**src/rtl/r32_bus_arbiter.sv**
```systemverilog
// Two-port round-robin arbiter for the R32 memory channel with a registered
// request stage and an in-order tag FIFO that steers responses back to their issuer.
module r32_bus_arbiter #(
    parameter int DEPTH = 4,
    parameter int AW    = 32,
    parameter int DW    = 32
) (
    input  logic          clock,
    input  logic          reset,
    input  logic [AW-1:0] r0_address,
    input  logic [DW-1:0] r0_data,
    input  logic          r0_write,
    input  logic          r0_valid,
    output logic          r0_ready,
    output logic [DW-1:0] r0_rdata,
    output logic          r0_rvalid,
    input  logic          r0_rready,
    input  logic [AW-1:0] r1_address,
    input  logic [DW-1:0] r1_data,
    input  logic          r1_write,
    input  logic          r1_valid,
    output logic          r1_ready,
    output logic [DW-1:0] r1_rdata,
    output logic          r1_rvalid,
    input  logic          r1_rready,
    output logic [AW-1:0] m_address,
    output logic [DW-1:0] m_data,
    output logic          m_write,
    output logic          m_valid,
    input  logic          m_ready,
    input  logic [DW-1:0] s_data,
    input  logic          s_valid,
    output logic          s_ready,
    output logic          err_unexpected
);
    localparam int PW = $clog2(DEPTH);
    localparam int CW = PW + 1;

    logic [CW-1:0]    count;
    logic [PW-1:0]    head, tail;
    logic [DEPTH-1:0] tags;
    logic             last_grant;
    logic             winner, free, can_issue, accept, tag, nonempty, pop;

    assign free      = !m_valid || m_ready;
    // A same-cycle pop deliberately does not open a slot for a new request.
    assign can_issue = free && (count < CW'(DEPTH));

    always_comb begin
        winner = 1'b0;
        if (r0_valid && r1_valid) winner = !last_grant;
        else if (r1_valid)        winner = 1'b1;
    end

    assign r0_ready = can_issue && r0_valid && !winner;
    assign r1_ready = can_issue && r1_valid && winner;
    assign accept   = r0_ready || r1_ready;

    assign tag       = tags[head];
    assign nonempty  = (count != '0);
    assign r0_rdata  = s_data;
    assign r1_rdata  = s_data;
    assign r0_rvalid = s_valid && nonempty && !tag;
    assign r1_rvalid = s_valid && nonempty && tag;
    assign s_ready   = nonempty && (tag ? r1_rready : r0_rready);
    assign pop       = s_valid && s_ready;

    always_ff @(posedge clock or negedge reset) begin
        if (!reset) begin
            m_valid    <= 1'b0;
            m_address  <= '0;
            m_data     <= '0;
            m_write    <= 1'b0;
            last_grant <= 1'b1;
        end else if (accept) begin
            m_valid    <= 1'b1;
            m_address  <= winner ? r1_address : r0_address;
            m_data     <= winner ? r1_data    : r0_data;
            m_write    <= winner ? r1_write   : r0_write;
            last_grant <= winner;
        end else if (m_ready) begin
            m_valid <= 1'b0;
        end
    end

    always_ff @(posedge clock or negedge reset) begin
        if (!reset) begin
            tags  <= '0;
            head  <= '0;
            tail  <= '0;
            count <= '0;
        end else begin
            if (accept) begin
                tags[tail] <= winner;
                tail       <= tail + PW'(1);
            end
            if (pop) head <= head + PW'(1);
            case ({accept, pop})
                2'b10:   count <= count + CW'(1);
                2'b01:   count <= count - CW'(1);
                default: count <= count;
            endcase
        end
    end

    always_ff @(posedge clock or negedge reset) begin
        if (!reset)                   err_unexpected <= 1'b0;
        else if (s_valid && !nonempty) err_unexpected <= 1'b1;
    end
endmodule

```
**config.mk**
```make
export PLATFORM = sky130hd
export DESIGN_NAME = r32_bus_arbiter
export DESIGN_NICKNAME = d
export VERILOG_FILES = /design/src/rtl/r32_bus_arbiter.sv
export SDC_FILE = /design/constraint.sdc
export NUM_CORES = 1
export LEC_CHECK = 0
export CORE_AREA = 4 4 117 119
export CTS_CLUSTER_DIAMETER = 80
export DETAILED_ROUTE_END_ITERATION = 10
export DIE_AREA = 0 0 121 123
export GPL_TIMING_DRIVEN = 0
export PLACE_DENSITY = 0.78
export SLEW_MARGIN = 30
export SYNTH_ARGS = -nofsm -noshare
export SYNTH_HDL_FRONTEND = slang
export SYNTH_SLANG_ARGS = --single-unit
```
**constraint.sdc**
```tcl
create_clock -name clock -period 5.4 [get_ports clock]
set_input_delay 0.54 -clock clock [delete_from_list [all_inputs] [get_ports clock]]
set_output_delay 0.54 -clock clock [all_outputs]
set_load 0.02 [all_outputs]
```
==> metrics.yaml <==
status: "finished clean"
worst_pin_slew_ps: 905
fp.dieH_um: 123
wirelength_mm: 14.3
fmax_ghz: 0.305
yosysMostFrequentCell: "dfrtp_1"
grt_usage: 0.185
synth_top_cell_area_share: 0.467
p_leak_nw: 3.21
dr.pass1.iters: 4
die_w_um: 121
postRouteAntennaNets: 0
critPathLaunchType: "primary input"
finalCritPeriodShare: 0.607
vias: 3980
syn-cell-area_um2: 4180
whs_ps: 161
hold_viol: 0
ios: 306
io_buffers: 273
hold_buffers: 0
powerDensity_nw_per_um2: 487
yosys.area_share.simple: 0.0874
fin_nets: 873
synth_compound_area_frac: 0.0943
areaGrowthSynthToFinish_pct: 78.5
timing.final.max_slew_violations: 0
root_buffer: "clkbuf_16"
synth-seq-cells: 79
grt_pass1_vias: 4234
cts_max_path_buffers: 2
cp_max_fo: 10
clk_pin_slew_ps: 60
synth_top_family_by_area: "multiplexers"
worstSkewPairLatency_ps: 330
rsz0062_at_grt: "no"
die_area_um2: 14900
skew_ps: 6.19
layout_min_cycle_time_ps: 3280
drive_gt1_frac: 0.147
grt_max_degree: 46
ctsResizeCount: 0
core-area_um2: 12600
avgSynthCellArea_um2: 10.1
synth_ff_type: "dfrtp_1"
ys_seq_area_frac: 0.473
hold_class: "in -> async"
rows: 41
yosysWarnings: 0
peakVddDrop_v: 0.000251
diodes: 0
slew_headroom: 0.393
synth_edf_count: 0
wl_per_cell_um: 16.4
cts_tree: "done"
antenna_found_initial: 0
end_kind: "flip-flop"
drtIter0Drc: 140
synth_xor_area_frac: 0.0126
fin_tns_setup_ps: 0
hpwl_mm: 11.8
async_flop_share: 1.00
post-cts-setup-buffers: 0
maxCapViolCount: 0
viasPerCell: 4.55
grt_pass1_wl_mm: 21.7
synth_fa_ha_area_frac: 0.0198
syn-num-nets: 588
overflow: 0
clkSinkCount: 79
cp.required_ps: 5640
route.detailed.drc: 0
htree_levels: 3
finalSetupViolCount: 0
synthDistinctLibCells: 30
synth_common_cells: "dfrtp_1 (78), nor2_1 (71), mux2i_1 (66)"
synth.area.top_cells: "dfrtp_1 (47%), mux2i_1 (16%), buf_4 (11%)"
start_util: 0.333
muxShareOfSynthArea: 0.167
crit_arrival_ps: 3520
gp_congestion: 0.761
synthCells: 412
numCtsBuffers: 9
criticalPathCategory: "in -> reg"
yosys.area.top_type: "dfrtp_1"
==> state kept, by name, summed over array words and instances (netlist names) <==
signal / count
head: 2
m_data: 32
last_grant: 1
m_valid: 1
tail: 2
m_write: 1
err_unexpected: 1
tags: 4
m_address: 32
count: 3
==> power breakdown <==
group          switching (mW)  leakage, nW  internal [mW]
clock network           0.232        0.150          0.406
logic                    1.02         2.18          0.914
registers               0.171        0.878          0.894
total                    1.42         3.21           2.21
==> cells by family after synthesis <==
kind of cell,count (synthesis)
DFF,79
AOI/OAI and AO/OA,73
xor gates and xnor gates,6
buffers and inverters,93
muxes,68
adders and majority gates,6
and+or+nand+nor,87
==> final cells by class <==
class | instances | area [µm²]
buffer | 87 | 587
clock inverter | 5 | 81.3
timing repair buffer | 274 | 2750
multi-input combinational | 240 | 1590
sequential | 79 | 1980
inverter | 6 | 22.5
tap | 172 | 215
clock buffer | 11 | 233
fill | 1032 | 5110
==> layout by cell type (no fill, tap or decap), types with 2 or more instances in the layout <==
| master | count |
|---|---|
| nor2b_1 | 3 |
| nand2_1 | 2 |
| a32o_1 | 4 |
| xnor2_1 | 2 |
| clkdlybuf4s50_1 | 272 |
| buf_2 | 16 |
| inv_1 | 6 |
| a21oi_1 | 65 |
| dfrtp_1 | 78 |
| xor2_1 | 4 |
| mux2i_1 | 66 |
| ha_1 | 5 |
| nand3_1 | 4 |
| buf_4 | 65 |
| clkbuf_16 | 9 |
| clkbuf_1 | 9 |
| bufinv_16 | 2 |
| nor2_1 | 71 |
==> path summary, 6_finish.rpt <==
check	from	endpoint	slack (ps)	cells past startpoint
setup / recovery	r0_valid	count[1]$_DFFE_PN0P_	2120	10
hold / removal	reset	m_data[12]$_DFFE_PN0P_	160	1
setup reg to reg	m_valid$_DFFE_PN0P_	count[1]$_DFFE_PN0P_	2440	9
hold reg to reg	err_unexpected$_DFFE_PN0P_	err_unexpected$_DFFE_PN0P_	460	1
max in group asynchronous	reset	m_address[18]$_DFFE_PN0P_	4630	2
min in group clock	err_unexpected$_DFFE_PN0P_	err_unexpected$_DFFE_PN0P_	460	1
==> worst max-delay path, cell delays in order <==
cell and delay, ps:
clkdlybuf4s50_1 600, nor2_1 80, nor3_2 690, buf_2 390
buf_2 280, inv_1 70, ha_1 220, inv_1 80
fa_1 410, mux2i_1 160
==> stage by stage <==
step	power (mW)	std cells	utilization	setup WS, ps	instance area (µm²)
6_report	3.63	874	0.593	2120	7460
5_1_grt	3.87	874	0.593	1850	7460
4_1_cts	3.68	874	0.593	2030	7460
3_5_place_dp	3.02	858	0.568	1690	7140
3_3_place_gp	2.95	857	0.567	1120	7130
2_1_floorplan	2.08	412	-	3110	4180
==> metal layers <==
metal | part of all wire | track usage | routed length (µm) | vias to the layer above
met5 | 0 | 0 | 0 | -
met4 | 0.0086 | 0.0446 | 123 | 0
met3 | 0.11 | 0.0723 | 1550 | 11
met2 | 0.52 | 0.333 | 7380 | 221
met1 | 0.37 | 0.205 | 5250 | 1862
li1 | - | - | - | 1886
No activity file was read; power rests on OpenSTA's default activity.
